<file path="config.mk">
export PLATFORM = sky130hd
export DESIGN_NAME = convolution_ctrl_flat
export DESIGN_NICKNAME = d
export VERILOG_FILES = /design/src/rtl/convolution_ctrl_if.sv /design/src/rtl/convolution_ctrl.sv /design/src/flat_wrapper.sv
export SDC_FILE = /design/constraint.sdc
export NUM_CORES = 1
export LEC_CHECK = 0
export ABC_AREA = 0
export CAP_MARGIN = 10
export CORE_ASPECT_RATIO = 0.9
export CORE_MARGIN = 3
export CORE_UTILIZATION = 35
export DETAILED_ROUTE_END_ITERATION = 8
export DONT_BUFFER_PORTS = 1
export GPL_TIMING_DRIVEN = 0
export PLACE_DENSITY_LB_ADDON = 0.25
export SLEW_MARGIN = 15
export SYNTH_ARGS = -nofsm -noshare
export SYNTH_HDL_FRONTEND = slang
export SYNTH_SLANG_ARGS = --single-unit
</file>
<file path="constraint.sdc">
create_clock -name clk -period 8.5 [get_ports clk]
set_clock_uncertainty 0.15 [all_clocks]
set_input_delay 0.425 -clock clk [delete_from_list [all_inputs] [get_ports clk]]
set_output_delay 0.425 -clock clk [all_outputs]
set_load 0.05 [all_outputs]
</file>
<file path="src/rtl/convolution_ctrl_if.sv">
// Control bus between convolution_ctrl and the X/Y/Z memories plus MAC datapath.
// master: controller side (start/sizes in; addresses, strobes, status out).
interface convolution_ctrl_if #(
   parameter int ADDRWIDTH  = 5,
   parameter int ZADDRWIDTH = ADDRWIDTH + 1
);
   logic                  start_i;
   logic [ADDRWIDTH-1:0]  sizeX_i;
   logic [ADDRWIDTH-1:0]  sizeY_i;
   logic                  busy_o;
   logic                  done_o;
   logic [ADDRWIDTH-1:0]  addrX_o;
   logic [ADDRWIDTH-1:0]  addrY_o;
   logic                  acc_en_o;
   logic                  acc_clr_o;
   logic [ZADDRWIDTH-1:0] addrZ_o;
   logic                  z_we_o;

   modport master (
      input  start_i, sizeX_i, sizeY_i,
      output busy_o, done_o, addrX_o, addrY_o,
      output acc_en_o, acc_clr_o, addrZ_o, z_we_o
   );

   modport slave (
      output start_i, sizeX_i, sizeY_i,
      input  busy_o, done_o, addrX_o, addrY_o,
      input  acc_en_o, acc_clr_o, addrZ_o, z_we_o
   );
endinterface

</file>
<file path="src/rtl/convolution_ctrl.sv">
// Convolution sequencer: walks output i / tap j, drives X/Y read addresses,
// accumulator enable/clear and Z write strobe. Ports: clk, rstn (async low),
// bus (convolution_ctrl_if.master). Macro CONV_TAP_SKIP_EN limits j to valid taps.
module convolution_ctrl #(
   parameter int ADDRWIDTH  = 5,
   parameter int ZADDRWIDTH = ADDRWIDTH + 1
) (
   input  logic clk,
   input  logic rstn,
   convolution_ctrl_if.master bus
);

   localparam int IW = ZADDRWIDTH + 1;
   localparam logic signed [IW-1:0] ZERO = '0;
   localparam logic signed [IW-1:0] ONE  = IW'(1);
   localparam logic signed [IW-1:0] TWO  = IW'(2);

   typedef enum logic [2:0] {
      IDLE, LOAD, MAC, DRAIN, WRITE, DONE
   } state_t;

   state_t state_q, state_d;

   logic signed [IW-1:0] i_q, i_d;
   logic signed [IW-1:0] j_q, j_d;
   logic signed [IW-1:0] sx_q, sx_d;
   logic signed [IW-1:0] sy_q, sy_d;
   logic                 first_q, first_d;
   logic                 acc_en_q, acc_en_d;
   logic                 acc_clr_q, acc_clr_d;
   logic [ADDRWIDTH-1:0] ax_q, ax_d;
   logic [ADDRWIDTH-1:0] ay_q, ay_d;

   logic signed [IW-1:0] diff;
   logic signed [IW-1:0] last_tap;
   logic signed [IW-1:0] next_first;
   logic signed [IW-1:0] z_last;
   logic                 v0;

   always_ff @(posedge clk or negedge rstn) begin
      if (!rstn) begin
         state_q   <= IDLE;
         i_q       <= '0;
         j_q       <= '0;
         sx_q      <= '0;
         sy_q      <= '0;
         first_q   <= 1'b0;
         acc_en_q  <= 1'b0;
         acc_clr_q <= 1'b0;
         ax_q      <= '0;
         ay_q      <= '0;
      end else begin
         state_q   <= state_d;
         i_q       <= i_d;
         j_q       <= j_d;
         sx_q      <= sx_d;
         sy_q      <= sy_d;
         first_q   <= first_d;
         acc_en_q  <= acc_en_d;
         acc_clr_q <= acc_clr_d;
         ax_q      <= ax_d;
         ay_q      <= ay_d;
      end
   end

   always_comb begin
      diff   = i_q - j_q;
      v0     = (diff >= ZERO) && (diff < sx_q);
      z_last = sx_q + sy_q - TWO;
`ifdef CONV_TAP_SKIP_EN
      // Tap window for output i: max(0, i-sx+1) .. min(i, sy-1).
      last_tap   = (i_q < sy_q - ONE) ? i_q : (sy_q - ONE);
      next_first = i_q + TWO - sx_q;
      if (next_first < ZERO) next_first = ZERO;
`else
      last_tap   = sy_q - ONE;
      next_first = ZERO;
`endif
   end

   always_comb begin
      state_d   = state_q;
      i_d       = i_q;
      j_d       = j_q;
      sx_d      = sx_q;
      sy_d      = sy_q;
      first_d   = first_q;
      ax_d      = ax_q;
      ay_d      = ay_q;
      acc_en_d  = 1'b0;
      acc_clr_d = 1'b0;
      unique case (state_q)
         IDLE: begin
            if (bus.start_i) state_d = LOAD;
         end
         LOAD: begin
            sx_d    = IW'(bus.sizeX_i);
            sy_d    = IW'(bus.sizeY_i);
            i_d     = ZERO;
            j_d     = ZERO;
            first_d = 1'b1;
            if (bus.sizeX_i == '0 || bus.sizeY_i == '0)
               state_d = DONE;
            else
               state_d = MAC;
         end
         MAC: begin
            ax_d      = diff[ADDRWIDTH-1:0];
            ay_d      = j_q[ADDRWIDTH-1:0];
            // Both land one cycle later, alongside the read data.
            acc_en_d  = v0;
            acc_clr_d = first_q;
            first_d   = 1'b0;
            if (j_q == last_tap)
               state_d = DRAIN;
            else
               j_d = j_q + ONE;
         end
         DRAIN: begin
            state_d = WRITE;
         end
         WRITE: begin
            if (i_q == z_last) begin
               state_d = DONE;
            end else begin
               i_d     = i_q + ONE;
               j_d     = next_first;
               first_d = 1'b1;
               state_d = MAC;
            end
         end
         DONE: begin
            state_d = IDLE;
         end
         default: begin
            state_d = IDLE;
         end
      endcase
   end

   assign bus.busy_o    = (state_q != IDLE);
   assign bus.done_o    = (state_q == DONE);
   assign bus.addrX_o   = (state_q == MAC) ? diff[ADDRWIDTH-1:0] : ax_q;
   assign bus.addrY_o   = (state_q == MAC) ? j_q[ADDRWIDTH-1:0] : ay_q;
   assign bus.acc_en_o  = acc_en_q;
   assign bus.acc_clr_o = acc_clr_q;
   assign bus.z_we_o    = (state_q == WRITE);
   assign bus.addrZ_o   = i_q[ZADDRWIDTH-1:0];

endmodule

</file>
<file path="src/flat_wrapper.sv">
// flat-port wrapper written by rule: the top's interface ports become plain ports
module convolution_ctrl_flat 
#(
   parameter int ADDRWIDTH  = 5,
   parameter int ZADDRWIDTH = ADDRWIDTH + 1
)
  (clk, rstn, bus_start_i, bus_sizeX_i, bus_sizeY_i, bus_busy_o, bus_done_o, bus_addrX_o, bus_addrY_o, bus_acc_en_o, bus_acc_clr_o, bus_addrZ_o, bus_z_we_o);
  convolution_ctrl_if #(.ADDRWIDTH(ADDRWIDTH), .ZADDRWIDTH(ZADDRWIDTH)) bus_i ();
  input  logic clk;
  input  logic rstn;
  input wire logic [$bits(bus_i.start_i)-1:0] bus_start_i;
  input wire logic [$bits(bus_i.sizeX_i)-1:0] bus_sizeX_i;
  input wire logic [$bits(bus_i.sizeY_i)-1:0] bus_sizeY_i;
  output wire logic [$bits(bus_i.busy_o)-1:0] bus_busy_o;
  output wire logic [$bits(bus_i.done_o)-1:0] bus_done_o;
  output wire logic [$bits(bus_i.addrX_o)-1:0] bus_addrX_o;
  output wire logic [$bits(bus_i.addrY_o)-1:0] bus_addrY_o;
  output wire logic [$bits(bus_i.acc_en_o)-1:0] bus_acc_en_o;
  output wire logic [$bits(bus_i.acc_clr_o)-1:0] bus_acc_clr_o;
  output wire logic [$bits(bus_i.addrZ_o)-1:0] bus_addrZ_o;
  output wire logic [$bits(bus_i.z_we_o)-1:0] bus_z_we_o;
  assign bus_i.start_i = bus_start_i;
  assign bus_i.sizeX_i = bus_sizeX_i;
  assign bus_i.sizeY_i = bus_sizeY_i;
  assign bus_busy_o = bus_i.busy_o;
  assign bus_done_o = bus_i.done_o;
  assign bus_addrX_o = bus_i.addrX_o;
  assign bus_addrY_o = bus_i.addrY_o;
  assign bus_acc_en_o = bus_i.acc_en_o;
  assign bus_acc_clr_o = bus_i.acc_clr_o;
  assign bus_addrZ_o = bus_i.addrZ_o;
  assign bus_z_we_o = bus_i.z_we_o;
  convolution_ctrl #(.ADDRWIDTH(ADDRWIDTH), .ZADDRWIDTH(ZADDRWIDTH)) u_core (.clk(clk), .rstn(rstn), .bus(bus_i));
endmodule
</file>
Yosys cells after proc, flatten, opt, wreduce, memory -nomap -nowiden
Cells that the tools add are included.
- register bits after elaboration: 40
- bits of input ports: 13
- word-level logic and storage cells: 57
- add/subtract/negate cells: 6
- order comparisons: 2
- eq/ne operators: 11
- multiplexer cells: 16
- reduce and logical (&&, ||, !) cells: 12
- operators by type and width (kind ; number):
    $mux W7 ; 3
    $pmux W7 S3 ; 1
    $pmux W3 S5 ; 1
    $add A7 B2 Y7 const B ; 2
    $eq A7 B7 Y1 ; 2
    $pmux W7 S2 ; 1
    $mux W3 ; 4
    $logic_not A5 Y1 ; 2
    $mux W5 ; 2
    $ge A7 B1 Y1 const B ; 1
    $lt A7 B6 Y1 ; 1
    $sub A7 B3 Y7 const B ; 1
    $sub A7 B7 Y7 ; 1
    $add A5 B5 Y6 ; 1
    $eq A3 B2 Y1 const B ; 2
    $eq A3 B3 Y1 const B ; 2
    $ne A2 B2 Y1 const B ; 3
    $reduce_and A2 Y1 ; 3
    $reduce_bool A3 Y1 ; 2
    $sub A5 B1 Y6 const B ; 1
    $eq A3 B1 Y1 const B ; 1
    $logic_not A3 Y1 ; 1
    $mux W1 ; 3
    $pmux W1 S3 ; 1
    other kinds (5) ; 5

Depth between registers and ports, before layout
- word-level depth: 5
- depth in mapped cells: 11

Worst setup path after synthesis
Ideal clock, no wire load.
- path type: register to register
- start: register u_core.sy_q[0]
- end: register u_core.i_q[5]
- arrival: 2.787 ns
- slack: 5.435 ns
- stages on the path, launching flop included: 11
- path buffers: 0
- path through: dfrtp_1 -> ha_1 -> inv_1 -> fa_1 -> nand2b_1 -> a21oi_1 -> xnor2_1 -> and3_4 -> xnor3_2 -> a2111oi_4 -> mux2_1
- cells in the longest elaborated chain, start to end: 5
- ends and longest elaborated chain (item ; RTL line ; text):
    from (decl) ; convolution_ctrl.sv:27 ; logic signed [IW-1:0] sy_q, sy_d;
    from (signal assigned) ; convolution_ctrl.sv:57 ; sy_q <= sy_d;
    $add A5 B5 Y6 ; convolution_ctrl.sv:69 ; z_last = sx_q + sy_q - TWO;
    $sub A7 B3 Y7 ; convolution_ctrl.sv:69 ;
    $eq A7 B7 Y1 ; convolution_ctrl.sv:123 ; if (i_q == z_last) begin
    $ne A2 B2 Y1 (no line) ; n/a ;
    $reduce_and A2 Y1 (no line) ; n/a ;
    to (signal assigned) ; convolution_ctrl.sv:54 ; i_q <= i_d;
    to (decl) ; convolution_ctrl.sv:24 ; logic signed [IW-1:0] i_q, i_d;
Every way passes these cells.
A chain may end at the register's enable or synchronous reset.

Worst setup path in the final report
- start: register u_core.sy_q[0]
- end: register u_core.i_q[0]
Same word-level chain as after synthesis.

==> results.md <==
* Status: complete, no violations
* Drt pass-1 iters at 4
* Post-synth top flop: dfrtp_1
* PostCTS Resize Cnt at 0
* Post-DRT Antenna Nets at 0
* Worst-margin pin slew at approximately 1.0 ns
* All-layer global routing usage at 15.5%
* Initial antenna violation count at 0
* Max_slew headroom at between 20% and 30%
* Post-Place Cells at between 400 and 500
* Sequential share of power at between 20 and 25%
* Fmax at 288 MHz
* Vias per cell at ~5.3
* Period utilization at 40.9%
* Worst Hold Endpoint: u_core.sy_q[3]
* Area occupied by multi-input gates at ~1600 µm²
* I/O pin count at 34
* Hold wc startpoint: bus_sizeY_i[3]
* Largest net degree at the start of global routing at 41
* Area leader, netlist: dfrtp_1
* Clk root buf: clkbuf_8
* Unrepaired setup endpoints after global routing: false
* Crit path buf inv count at 1
* Iter 0 DRT Violations at 153
* Most frequent cells in the layout: nand2_1 (52), dfrtp_1 (40), o21ai_0 (20)
* Peak supply drop at approximately 180 µV
* Vias in the first global route at ~2100
* Fillers at approximately 770
* LEAKAGE at 1.38 nW
* Comb power frac at about two thirds
* GPL Wtd Cong at a little over 0.8
* CTS tree: done
* Number of H-tree levels at 2
* Tmin final at 3.47 ns
* RR Startpoint: u_core.sy_q[0]
* Synth Register Bits at 40
* CTS buffer count at 5
* Top post-synthesis cells by area: dfrtp_1 (37%), ha_1 (8.7%), nand2_1 (7.1%)
* Sw Share at 52.4%
* Slew Viols, Final at 0
* Final setup TNS at 0 ns
* Slowest cell on the critical path: o21ai_0
* CP delay by family, top: compound AO/OA/AOI/OAI gates
* Area growth syn-to-layout at 10.3%
* DRC errors left at 0
* WP depth at 11
* Final Hold Fails at 0
* Mapped Area at about 2700 µm²
* Dpl hpwl at between 5000 and 6000 µm
* Die area at 8910 µm²
* FF-to-FF setup slack at just over 5 ns
* Reg-to-Reg End: u_core.i_q[0]
* Setup crit start kind: register
* CTS sink count at 40
* Total number of vias at around 2200
* Row count at 29
* Yosys top cell area share at between 30% and 40%
* Worst Hold Class: in2reg
* YS warnings at 0
* Clock share of power at under 10%
* Maxcap violations at 0
* Die height at between 80 and 90 µm
* Register area at 1000 µm²
* Post-synth EDFFs at 0
* Share of cells above drive strength 1 at 8.67%
* Clock tree buffer depth at 2
* Final WL at 6610 µm
* Critical Path RT at 8.58 ns
* Net switching power at between 700 and 800 µW
* Diode count at 0
* Pint at 639 µW
* Starting density of the core at 37.3%
* Worst Reg-to-Reg Cells at 11
* CP endpoint kind: register
* Skew-Pair Late Insertion Delay at around 0.3 ns
* WHS at roughly 0.089 ns
* Commonest non-fill, non-tap cell in the layout: nand2_1
* Crit Path Max Fanout at 6
* Avg Cell Area, Syn at about 9 µm²
* Total grt overflow at 0
* Non-filler cells, final at approximately 420
* FFs w/ async S/R, synth at 100%
* Slowest stage delay, CP at 0.50 ns
* Clock Pin Slew Worst Setup and Hold Paths at 0.09 ns
* Worst EP arrival at approximately 3.6 ns
* Post-CTS setup buffers at 0
* Post-synth cell types at 45
* Net Count, Synth at approximately 340
* Post-DR wirelength/cell at 15.9 µm
* WHS Path Cells at 2
* Sequential element share of the synthesized area at approximately 37%
* First-pass GRT wire length at between 10000 and 15000 µm
* Pwr Density at roughly 450 nW/µm²
* Final setup violating endpoints at 0
* Die W at slightly below 100 µm
* Nets at 356
* Core area at between 7000 and 8000 µm²
* Setup CP Type: reg2reg
* Post-Syn Instances at 304
* CP Cell Sequence: ha_1 > inv_1 > fa_1 > xor2_1 > ha_1 > xnor2_1 > o2111ai_1 > mux2i_1 > o221ai_1 > o21ai_0 > mux2i_1
* Port bufs at 0
==> timing repair <==
action,4_1_cts,5_1_grt
hold endpoints to repair,40,0
hold buffers,2,0
setup endpoints to repair,0,0
==> power by group through the flow <==
stage	combinational [mW]	sequential, mW	clock [mW]
after floorplan	0.717	0.314	0
after global placement	0.843	0.336	0
after detailed placement	0.871	0.337	0
after CTS	0.882	0.333	0.134
after global routing	0.981	0.344	0.144
final	0.880	0.333	0.130
==> layout make-up <==
cell class,instances,area share (%)
multi-input cells,232,52.7
flip-flops and latches,40,33.2
well taps,93,3.86
repair buffers,11,2.61
plain buffers,13,2.37
inverters,19,2.37
clock buffers,5,2.28
clock inverters,3,0.622
==> worst register-to-register path, delay by kind of cell, from the launching register on <==
family	cells	cell delay (ns)
AOI/OAI and AO/OA	3	0.98
DFF	1	0.46
adders and majority gates	3	0.83
xor gates and xnor gates	2	0.47
muxes	2	0.47
buffers and inverters	1	0.06
==> per-layer routing <==
| metal | up-vias | part of all wire, % | GRT usage (%) |
|---|---|---|---|
| met1 | 1050 | 51 | 24.0 |
| met3 | 7 | 6.4 | 3.48 |
| met2 | 61 | 41 | 22.0 |
| met5 | - | 0 | 0 |
| met4 | 0 | 1.0 | 3.19 |
| li1 | 1088 | - | - |
==> logic make-up (layout without fill, tap and decap cells) <==
kind of cell / count (synthesis) / after routing / share of synthesized area (%)
XOR/XNOR: 23 / 23 / 9.43
AO/OA/AOI/OAI: 64 / 64 / 15.8
adder cells (fa/ha/maj): 21 / 21 / 10.2
flip-flops: 40 / 40 / 36.6
buffers and inverters: 32 / 51 / 5.22
multiplexers: 8 / 8 / 2.98
AND/OR/NAND/NOR: 116 / 116 / 19.8
==> sequential cells by signal, indices dropped and copies added (netlist names) <==
name and cells:
u_core.bus.acc_en_o 1, u_core.j_q 7, u_core.bus.acc_clr_o 1, u_core.i_q 7
u_core.ax_q 5, u_core.sy_q 5, u_core.first_q 1, u_core.ay_q 5
u_core.state_q 3, u_core.sx_q 5
==> synth_stat cells (3+ instances only) <==
library cell  number
a211oi_1           4
a21o_1             6
a21oi_1           11
buf_4              6
clkbuf_1           7
dfrtp_1           40
ha_1              19
inv_1             19
mux2i_1            7
nand2_1           52
nand2b_1           4
nand3_1           14
nand4_1            3
nor2_1            14
nor2b_1            7
nor3_1             8
o211ai_1           4
o21ai_0           25
or3_1              3
xnor2_1           11
xnor3_1            3
xor2_1             8
==> metrics by stage <==
| stage | area [µm²] | power (mW) | util, % | setup WS, ns |
|---|---|---|---|---|
| after detailed placement | 2900 | 1.21 | 39.5 | 5.10 |
| after floorplan | 2730 | 1.03 | - | 5.44 |
| final | 3020 | 1.34 | 41.1 | 5.03 |
| after global routing | 3020 | 1.47 | 41.1 | 4.76 |
| after CTS | 3020 | 1.35 | 41.1 | 5.08 |
| after global placement | 2850 | 1.18 | 38.9 | 5.14 |
==> worst max-delay path by stage <==
stage | end | slack (ns) | startpoint
5_1_grt | u_core.j_q[1] | 4.76 | u_core.sy_q[0]
4_1_cts | u_core.i_q[0] | 5.08 | u_core.sy_q[0]
3_5_place_dp | u_core.j_q[1] | 5.10 | u_core.sy_q[0]
3_3_place_gp | u_core.state_q[1] | 5.14 | u_core.sy_q[0]
6_report | u_core.i_q[0] | 5.03 | u_core.sy_q[0]
2_1_floorplan | u_core.i_q[5] | 5.44 | u_core.sy_q[0]
(Power assumes the default switching activity.)
